**src/rtl/gf2_pkg.sv**
```systemverilog
// Shared types and helpers for the GF(2) solution pipeline.
// var_mask selects the active variables, which sit MSB-first in the solution byte.
package gf2_pkg;

  localparam int SOLUTION_TDATA_W = 8;

  typedef enum logic {
    S_COLLECT = 1'b0,
    S_REPORT  = 1'b1
  } state_t;

  function automatic logic [7:0] var_mask(input logic [3:0] n);
    logic [7:0] m;
    if (n == 4'd0) begin
      m = 8'h00;
    end else if (n >= 4'd8) begin
      m = 8'hFF;
    end else begin
      m = 8'hFF << (4'd8 - n);
    end
    return m;
  endfunction

endpackage

```
**src/rtl/axi_stream_if.sv**
```systemverilog
// Minimal AXI-stream bundle (tvalid/tready/tdata/tlast) used between pipeline stages.
interface axi_stream_if #(
  parameter int DATA_WIDTH = 8
) ();
  logic                  tvalid;
  logic                  tready;
  logic [DATA_WIDTH-1:0] tdata;
  logic                  tlast;

  modport sink   (input tvalid, input tdata, input tlast, output tready);
  modport source (output tvalid, output tdata, output tlast, input tready);
endinterface

```
**src/rtl/popcount.sv**
```systemverilog
// Combinational population count over the low n bits of data.
module popcount #(
  parameter int MAX_N = 8,
  parameter int CNT_W = $clog2(MAX_N + 1)
) (
  input  logic [MAX_N-1:0] data,
  input  logic [CNT_W-1:0] n,
  output logic [CNT_W-1:0] count
);

  // Sum the set bits below the requested bit count
  always_comb begin
    count = '0;
    for (int i = 0; i < MAX_N; i++) begin
      if (i < int'(n)) begin
        count = count + CNT_W'(data[i]);
      end else begin
        count = count;
      end
    end
  end

endmodule

```
**src/rtl/solution_min_weight.sv**
```systemverilog
// Sink for the enumerator's solution stream: tracks the minimum-weight solution and
// the solution count, then reports one record per stream over a valid/ready handshake.
module solution_min_weight
  import gf2_pkg::*;
#(
  parameter int MAX_VARS   = 8,
  parameter int MAX_VARS_W = $clog2(MAX_VARS + 1),
  parameter int COUNT_W    = 16
) (
  input  logic                        clk,
  input  logic                        rst_n,
  input  logic [MAX_VARS_W-1:0]       vars,
  axi_stream_if.sink                  solution_stream,
  output logic                        result_valid,
  input  logic                        result_ready,
  output logic [MAX_VARS_W-1:0]       result_min_weight,
  output logic [SOLUTION_TDATA_W-1:0] result_min_solution,
  output logic [COUNT_W-1:0]          result_count
);

  state_t                      state_r;
  logic                        in_stream_r;
  logic [MAX_VARS_W-1:0]       acc_w_r;
  logic [SOLUTION_TDATA_W-1:0] acc_sol_r;
  logic [COUNT_W-1:0]          acc_cnt_r;

  logic [SOLUTION_TDATA_W-1:0] mask_s;
  logic [SOLUTION_TDATA_W-1:0] md_s;
  logic [3:0]                  pc_s;
  logic [MAX_VARS_W-1:0]       w_s;
  logic                        beat_s;
  logic [MAX_VARS_W-1:0]       acc_w_nxt_s;
  logic [SOLUTION_TDATA_W-1:0] acc_sol_nxt_s;
  logic [COUNT_W-1:0]          acc_cnt_nxt_s;

  assign mask_s = var_mask(4'(vars));
  assign md_s   = solution_stream.tdata & mask_s;
  assign w_s    = MAX_VARS_W'(pc_s);

  assign solution_stream.tready = (state_r == S_COLLECT);
  assign beat_s = solution_stream.tvalid && (state_r == S_COLLECT);

  popcount #(.MAX_N(8)) u_popcount (
    .data  (md_s),
    .n     (4'd8),
    .count (pc_s)
  );

  // Next accumulator values for an accepted beat; ties keep the earlier solution
  always_comb begin
    acc_w_nxt_s   = acc_w_r;
    acc_sol_nxt_s = acc_sol_r;
    acc_cnt_nxt_s = acc_cnt_r;
    if (!in_stream_r) begin
      acc_w_nxt_s   = w_s;
      acc_sol_nxt_s = md_s;
      acc_cnt_nxt_s = COUNT_W'(1);
    end else begin
      if (w_s < acc_w_r) begin
        acc_w_nxt_s   = w_s;
        acc_sol_nxt_s = md_s;
      end else begin
        acc_w_nxt_s   = acc_w_r;
        acc_sol_nxt_s = acc_sol_r;
      end
      if (acc_cnt_r != '1) begin
        acc_cnt_nxt_s = acc_cnt_r + COUNT_W'(1);
      end else begin
        acc_cnt_nxt_s = acc_cnt_r;
      end
    end
  end

  // Collect/report state machine with registered result record
  always_ff @(posedge clk or negedge rst_n) begin
    if (!rst_n) begin
      state_r             <= S_COLLECT;
      in_stream_r         <= 1'b0;
      acc_w_r             <= '0;
      acc_sol_r           <= '0;
      acc_cnt_r           <= '0;
      result_valid        <= 1'b0;
      result_min_weight   <= '0;
      result_min_solution <= '0;
      result_count        <= '0;
    end else begin
      case (state_r)
        S_COLLECT: begin
          if (beat_s) begin
            acc_w_r   <= acc_w_nxt_s;
            acc_sol_r <= acc_sol_nxt_s;
            acc_cnt_r <= acc_cnt_nxt_s;
            if (solution_stream.tlast) begin
              state_r             <= S_REPORT;
              in_stream_r         <= 1'b0;
              result_valid        <= 1'b1;
              result_min_weight   <= acc_w_nxt_s;
              result_min_solution <= acc_sol_nxt_s;
              result_count        <= acc_cnt_nxt_s;
            end else begin
              in_stream_r <= 1'b1;
            end
          end
        end
        S_REPORT: begin
          if (result_ready) begin
            state_r      <= S_COLLECT;
            result_valid <= 1'b0;
          end
        end
        default: begin
          state_r      <= S_COLLECT;
          in_stream_r  <= 1'b0;
          result_valid <= 1'b0;
        end
      endcase
    end
  end

endmodule

```
**src/flat_wrapper.sv**
```systemverilog
// flat-port wrapper written by rule: the top's interface ports become plain ports
module solution_min_weight_flat import gf2_pkg::*;
#(
  parameter int MAX_VARS   = 8,
  parameter int MAX_VARS_W = $clog2(MAX_VARS + 1),
  parameter int COUNT_W    = 16
)
  (clk, rst_n, vars, result_valid, result_ready, result_min_weight, result_min_solution, result_count, solution_stream_tvalid, solution_stream_tdata, solution_stream_tlast, solution_stream_tready);
  axi_stream_if #(.DATA_WIDTH(8)) solution_stream_i ();
  input  logic clk;
  input  logic rst_n;
  input  logic [MAX_VARS_W-1:0] vars;
  output logic result_valid;
  input  logic result_ready;
  output logic [MAX_VARS_W-1:0] result_min_weight;
  output logic [SOLUTION_TDATA_W-1:0] result_min_solution;
  output logic [COUNT_W-1:0] result_count;
  input wire logic [$bits(solution_stream_i.tvalid)-1:0] solution_stream_tvalid;
  input wire logic [$bits(solution_stream_i.tdata)-1:0] solution_stream_tdata;
  input wire logic [$bits(solution_stream_i.tlast)-1:0] solution_stream_tlast;
  output wire logic [$bits(solution_stream_i.tready)-1:0] solution_stream_tready;
  assign solution_stream_i.tvalid = solution_stream_tvalid;
  assign solution_stream_i.tdata = solution_stream_tdata;
  assign solution_stream_i.tlast = solution_stream_tlast;
  assign solution_stream_tready = solution_stream_i.tready;
  solution_min_weight #(.MAX_VARS(MAX_VARS), .MAX_VARS_W(MAX_VARS_W), .COUNT_W(COUNT_W)) u_core (.clk(clk), .rst_n(rst_n), .vars(vars), .solution_stream(solution_stream_i), .result_valid(result_valid), .result_ready(result_ready), .result_min_weight(result_min_weight), .result_min_solution(result_min_solution), .result_count(result_count));
endmodule
```
**config.mk**
```make
export PLATFORM = sky130hd
export DESIGN_NAME = solution_min_weight_flat
export DESIGN_NICKNAME = d
export VERILOG_FILES = /design/src/rtl/gf2_pkg.sv /design/src/rtl/axi_stream_if.sv /design/src/rtl/popcount.sv /design/src/rtl/solution_min_weight.sv /design/src/flat_wrapper.sv
export SDC_FILE = /design/constraint.sdc
export NUM_CORES = 1
export LEC_CHECK = 0
export CORE_UTILIZATION = 52
export DETAILED_ROUTE_END_ITERATION = 8
export GPL_TIMING_DRIVEN = 1
export PLACE_DENSITY_LB_ADDON = 0.12
export SLEW_MARGIN = 40
export SYNTH_ARGS = -nofsm -noshare
export SYNTH_HDL_FRONTEND = slang
export SYNTH_HIERARCHICAL = 1
export SYNTH_SLANG_ARGS = --single-unit
```
**constraint.sdc**
```tcl
create_clock -name clk -period 1.8 [get_ports clk]
set_clock_uncertainty 0.2 [all_clocks]
set_input_delay 0.27 -clock clk [delete_from_list [all_inputs] [get_ports clk]]
set_output_delay 0.27 -clock clk [all_outputs]
set_load 0.005 [all_outputs]
```
==> results.sh <==
export IMPL_mostFrequentLayoutCell="buf_4"
export IMPL_path_common_cell="ha_4"
export IMPL_vias=4511
export IMPL_p_int_mw=4.769
export IMPL_clk_latency_ps=340
export IMPL_grt_use_total=0.3042
export IMPL_violations="negative setup slack"
export IMPL_slew_violations=0
export IMPL_rr_worst_depth=7
export IMPL_muxShareOfSynthArea=0.05798
export IMPL_cap_viol_max_count=0
export IMPL_grt_busiest_layer="met2"
export IMPL_dp_hpwl_mm=8.350
export IMPL_pwr_share_seq=0.267
export IMPL_htreeDepth=3
export IMPL_yosys_area_share_simple=0.2346
export IMPL_crit_path_start_kind="input pin"
export IMPL_synth_seq_cells=59
export IMPL_synth_edf_count=0
export IMPL_cp_arrival_ps=6190
export IMPL_synth_distinct_cells=79
export IMPL_worst_pin_slew_ps=683.3
export IMPL_dieHeight_um=91.50
export IMPL_slew_headroom=0.5445
export IMPL_finalHoldViolations=0
export IMPL_switching_power_mw=2.880
export IMPL_rr_endpoint="u_core/acc_w_r[1]"
export IMPL_ir_drop_uv=851.2
export IMPL_synth_flop_cell="dfrtp_1"
export IMPL_crit_required_ps=1820
export IMPL_p_sw_frac=0.3765
export IMPL_numCtsBuffers=9
export IMPL_fin_hold_ws_ps=265.4
export IMPL_async_flop_share=1.000
export IMPL_yosysSeqAreaShare=0.3545
export IMPL_synth_top_cell_area_share=0.3545
export IMPL_syn_to_final_growth_pct=56.80
export IMPL_yosysTopAreaCell="dfrtp_1"
export IMPL_grt_setup_unrepaired="true"
export IMPL_antenna_found_initial=0
export IMPL_path_class="in2reg"
export IMPL_use_met3=0.04690
export IMPL_fp_coreArea_mm2=0.007727
export IMPL_finalNonFillerCells=733
export IMPL_dp_cells=689
export IMPL_worst_setup_path_end_kind="flop"
export IMPL_drive_gt1_frac=0.3899
export IMPL_clk_transition_reported_paths_ps=80
export IMPL_io_buffers=46
export IMPL_outcome="finished, violations left"
export IMPL_synth_area_per_cell_um2=8.919
export IMPL_synthCells=467
export IMPL_layout_common_cells="109 x buf_4, 58 x dfrtp_1, 43 x nand2_1, 40 x clkdlybuf4s50_1, 27 x nor2_1"
export IMPL_die_width_um=91.50
export IMPL_power_density_mw_per_mm2=1171
export IMPL_grt_pass1_vias=4424
export IMPL_fin_tns_setup_ps=-103170
export IMPL_cts_tree="yes"
export IMPL_reg2reg_setup_slack_ps=-340
export IMPL_clock_sinks=59
export IMPL_diodes=0
export IMPL_nNetsFinal=663
export IMPL_r2r_start="u_core/acc_w_r[2]"
export IMPL_synth_top_family_by_area="simple AND/OR/NAND/NOR gates"
export IMPL_slowest_stage="ha_2"
export IMPL_grt_max_degree=60
export IMPL_synth_compound_area_frac=0.2133
export IMPL_grt_pass1_wl_mm=20.36
export IMPL_synth_warning_count=6
export IMPL_viasPerCell=6.154
export IMPL_dieArea_mm2=0.008372
export IMPL_pin_count=47
export IMPL_use_met1=0.3378
export IMPL_initial_core_util=0.5390
export IMPL_rows=32
export IMPL_hp_class="in2async"
export IMPL_met2_usage=0.5589
export IMPL_synth_xor_area_frac=0.01682
export IMPL_cp_max_fo=5
export IMPL_stdcell_area_mm2=0.006531
export IMPL_ant_nets=0
export IMPL_first_iter_violations=215
export IMPL_route_detailed_drc=0
export IMPL_first_pass_iters=5
export IMPL_placed_cell_area_mm2=0.005655
export IMPL_synth_area_leaders="dfrtp_1 35%, ha_1 6.0%, nand2_1 4.0%"
export IMPL_root_buffer="clkbuf_8"
export IMPL_wl_per_cell_um=18.86
export IMPL_fin_crit_sh=3.428
export IMPL_synth_area_mm2=0.004165
export IMPL_fin_crit_ps=6170
export IMPL_clk_path_buf_depth=2
export IMPL_p_clk_frac=0.178
export IMPL_synthAdderAreaFrac=0.06008
export IMPL_p_comb_frac=0.555
export IMPL_setup_viol=28
export IMPL_max_freq_mhz=162.1
export IMPL_finalWeightedCongestion=0.9046
export IMPL_gr_total_overflow=0
export IMPL_finalWorstSetupSlack_ps=-4370
export IMPL_cpPeakStageDelay_ps=310
export IMPL_leakage_nw=2.825
export IMPL_drt_total_wl_mm=13.82
==> power groups by stage <==
stage / clock network (mW) / registers, mW / logic [mW]
global placement: 0 / 2.00 / 3.06
global route: 1.42 / 2.09 / 4.52
finish: 1.36 / 2.04 / 4.25
detailed placement: 0 / 2.02 / 3.14
CTS: 1.37 / 2.02 / 3.62
floorplan: 0 / 1.93 / 1.83
==> worst max-delay path by stage <==
stage / cells past startpoint / end / startpoint / slack (ps)
after CTS: 31 / u_core/acc_sol_r[5] / vars[0] / -4070
after global routing: 31 / u_core/result_min_solution[7] / vars[0] / -4520
final: 31 / u_core/acc_w_r[1] / vars[0] / -4370
after floorplan: 30 / u_core/acc_sol_r[2] / vars[1] / -4230
after detailed placement: 32 / u_core/acc_sol_r[5] / vars[1] / -5070
after global placement: 32 / u_core/acc_sol_r[7] / vars[1] / -4910
==> through the flow <==
step                total power, mW  setup WS, ps    util
floorplan                     3.767         -4226       -
global placement              5.062         -4908  0.7319
detailed placement            5.161         -5065  0.7319
CTS                           7.005         -4067  0.8062
global route                  8.022         -4519  0.8452
finish                        7.650         -4370  0.8452
==> logic make-up after synthesis <==
group	after synthesis
AND/OR/NAND/NOR	177
XOR/XNOR	8
other	2
flip-flops	59
buffers and inverters	55
multiplexers	21
adder cells (fa/ha/maj)	20
AO/OA/AOI/OAI	125
==> critical path: cells and delay by family <==
family / cells / cell delay, ps
buf+inv: 3 / 360
xor+xnor: 2 / 450
mux: 4 / 970
fa+ha+maj: 9 / 2090
simple gates: 4 / 400
compound gates: 9 / 1630
==> registers in the layout (all words and copies together) (netlist names), 4 cells and up <==
signal	flops
u_core/result_min_solution	8
u_core/result_count	16
u_core/result_min_weight	4
u_core/acc_sol_r	8
u_core/acc_w_r	4
u_core/acc_cnt_r	16
==> repair_timing <==
item / in CTS / in global routing
setup buffers: 20 / 9
endpoints found under the setup margin: 36 / 54
hold endpoints to repair: 59 / 0
resized for setup: 58 / 61
hold buffers: 1 / 0
gates cloned: 1 / 2
pin swaps: 32 / 35
==> final cells by class <==
cell class | instances | area (um2)
Timing Repair Buffer | 176 | 1600
Sequential cell | 59 | 1478
Multi-Input combinational cell | 361 | 3014
Clock inverter | 6 | 88.84
Clock buffer | 10 | 127.6
Tap cell | 102 | 127.6
Inverter | 19 | 95.09
Fill cell | 406 | 1196
==> cell usage after synthesis, types with 5 or more instances <==
master,instances
o21a_1,7
nor2b_1,7
nand3_1,27
buf_2,14
ha_1,20
and2_1,6
a31oi_1,13
a21oi_1,15
clkbuf_1,15
nor2_1,29
o211ai_1,9
dfrtp_1,59
nand4_1,16
mux2_2,11
nand2_1,44
inv_1,18
xnor2_1,6
o21ai_0,25
nor3_1,7
mux2i_1,5
==> per-layer routing <==
metal | up-vias | routed length, um
li1 | 2051 | -
met1 | 2221 | 5202
met2 | 181 | 7392
met3 | 58 | 632
met4 | 0 | 594
met5 | - | 0
Note: power is estimated with default switching activity, not from simulation.
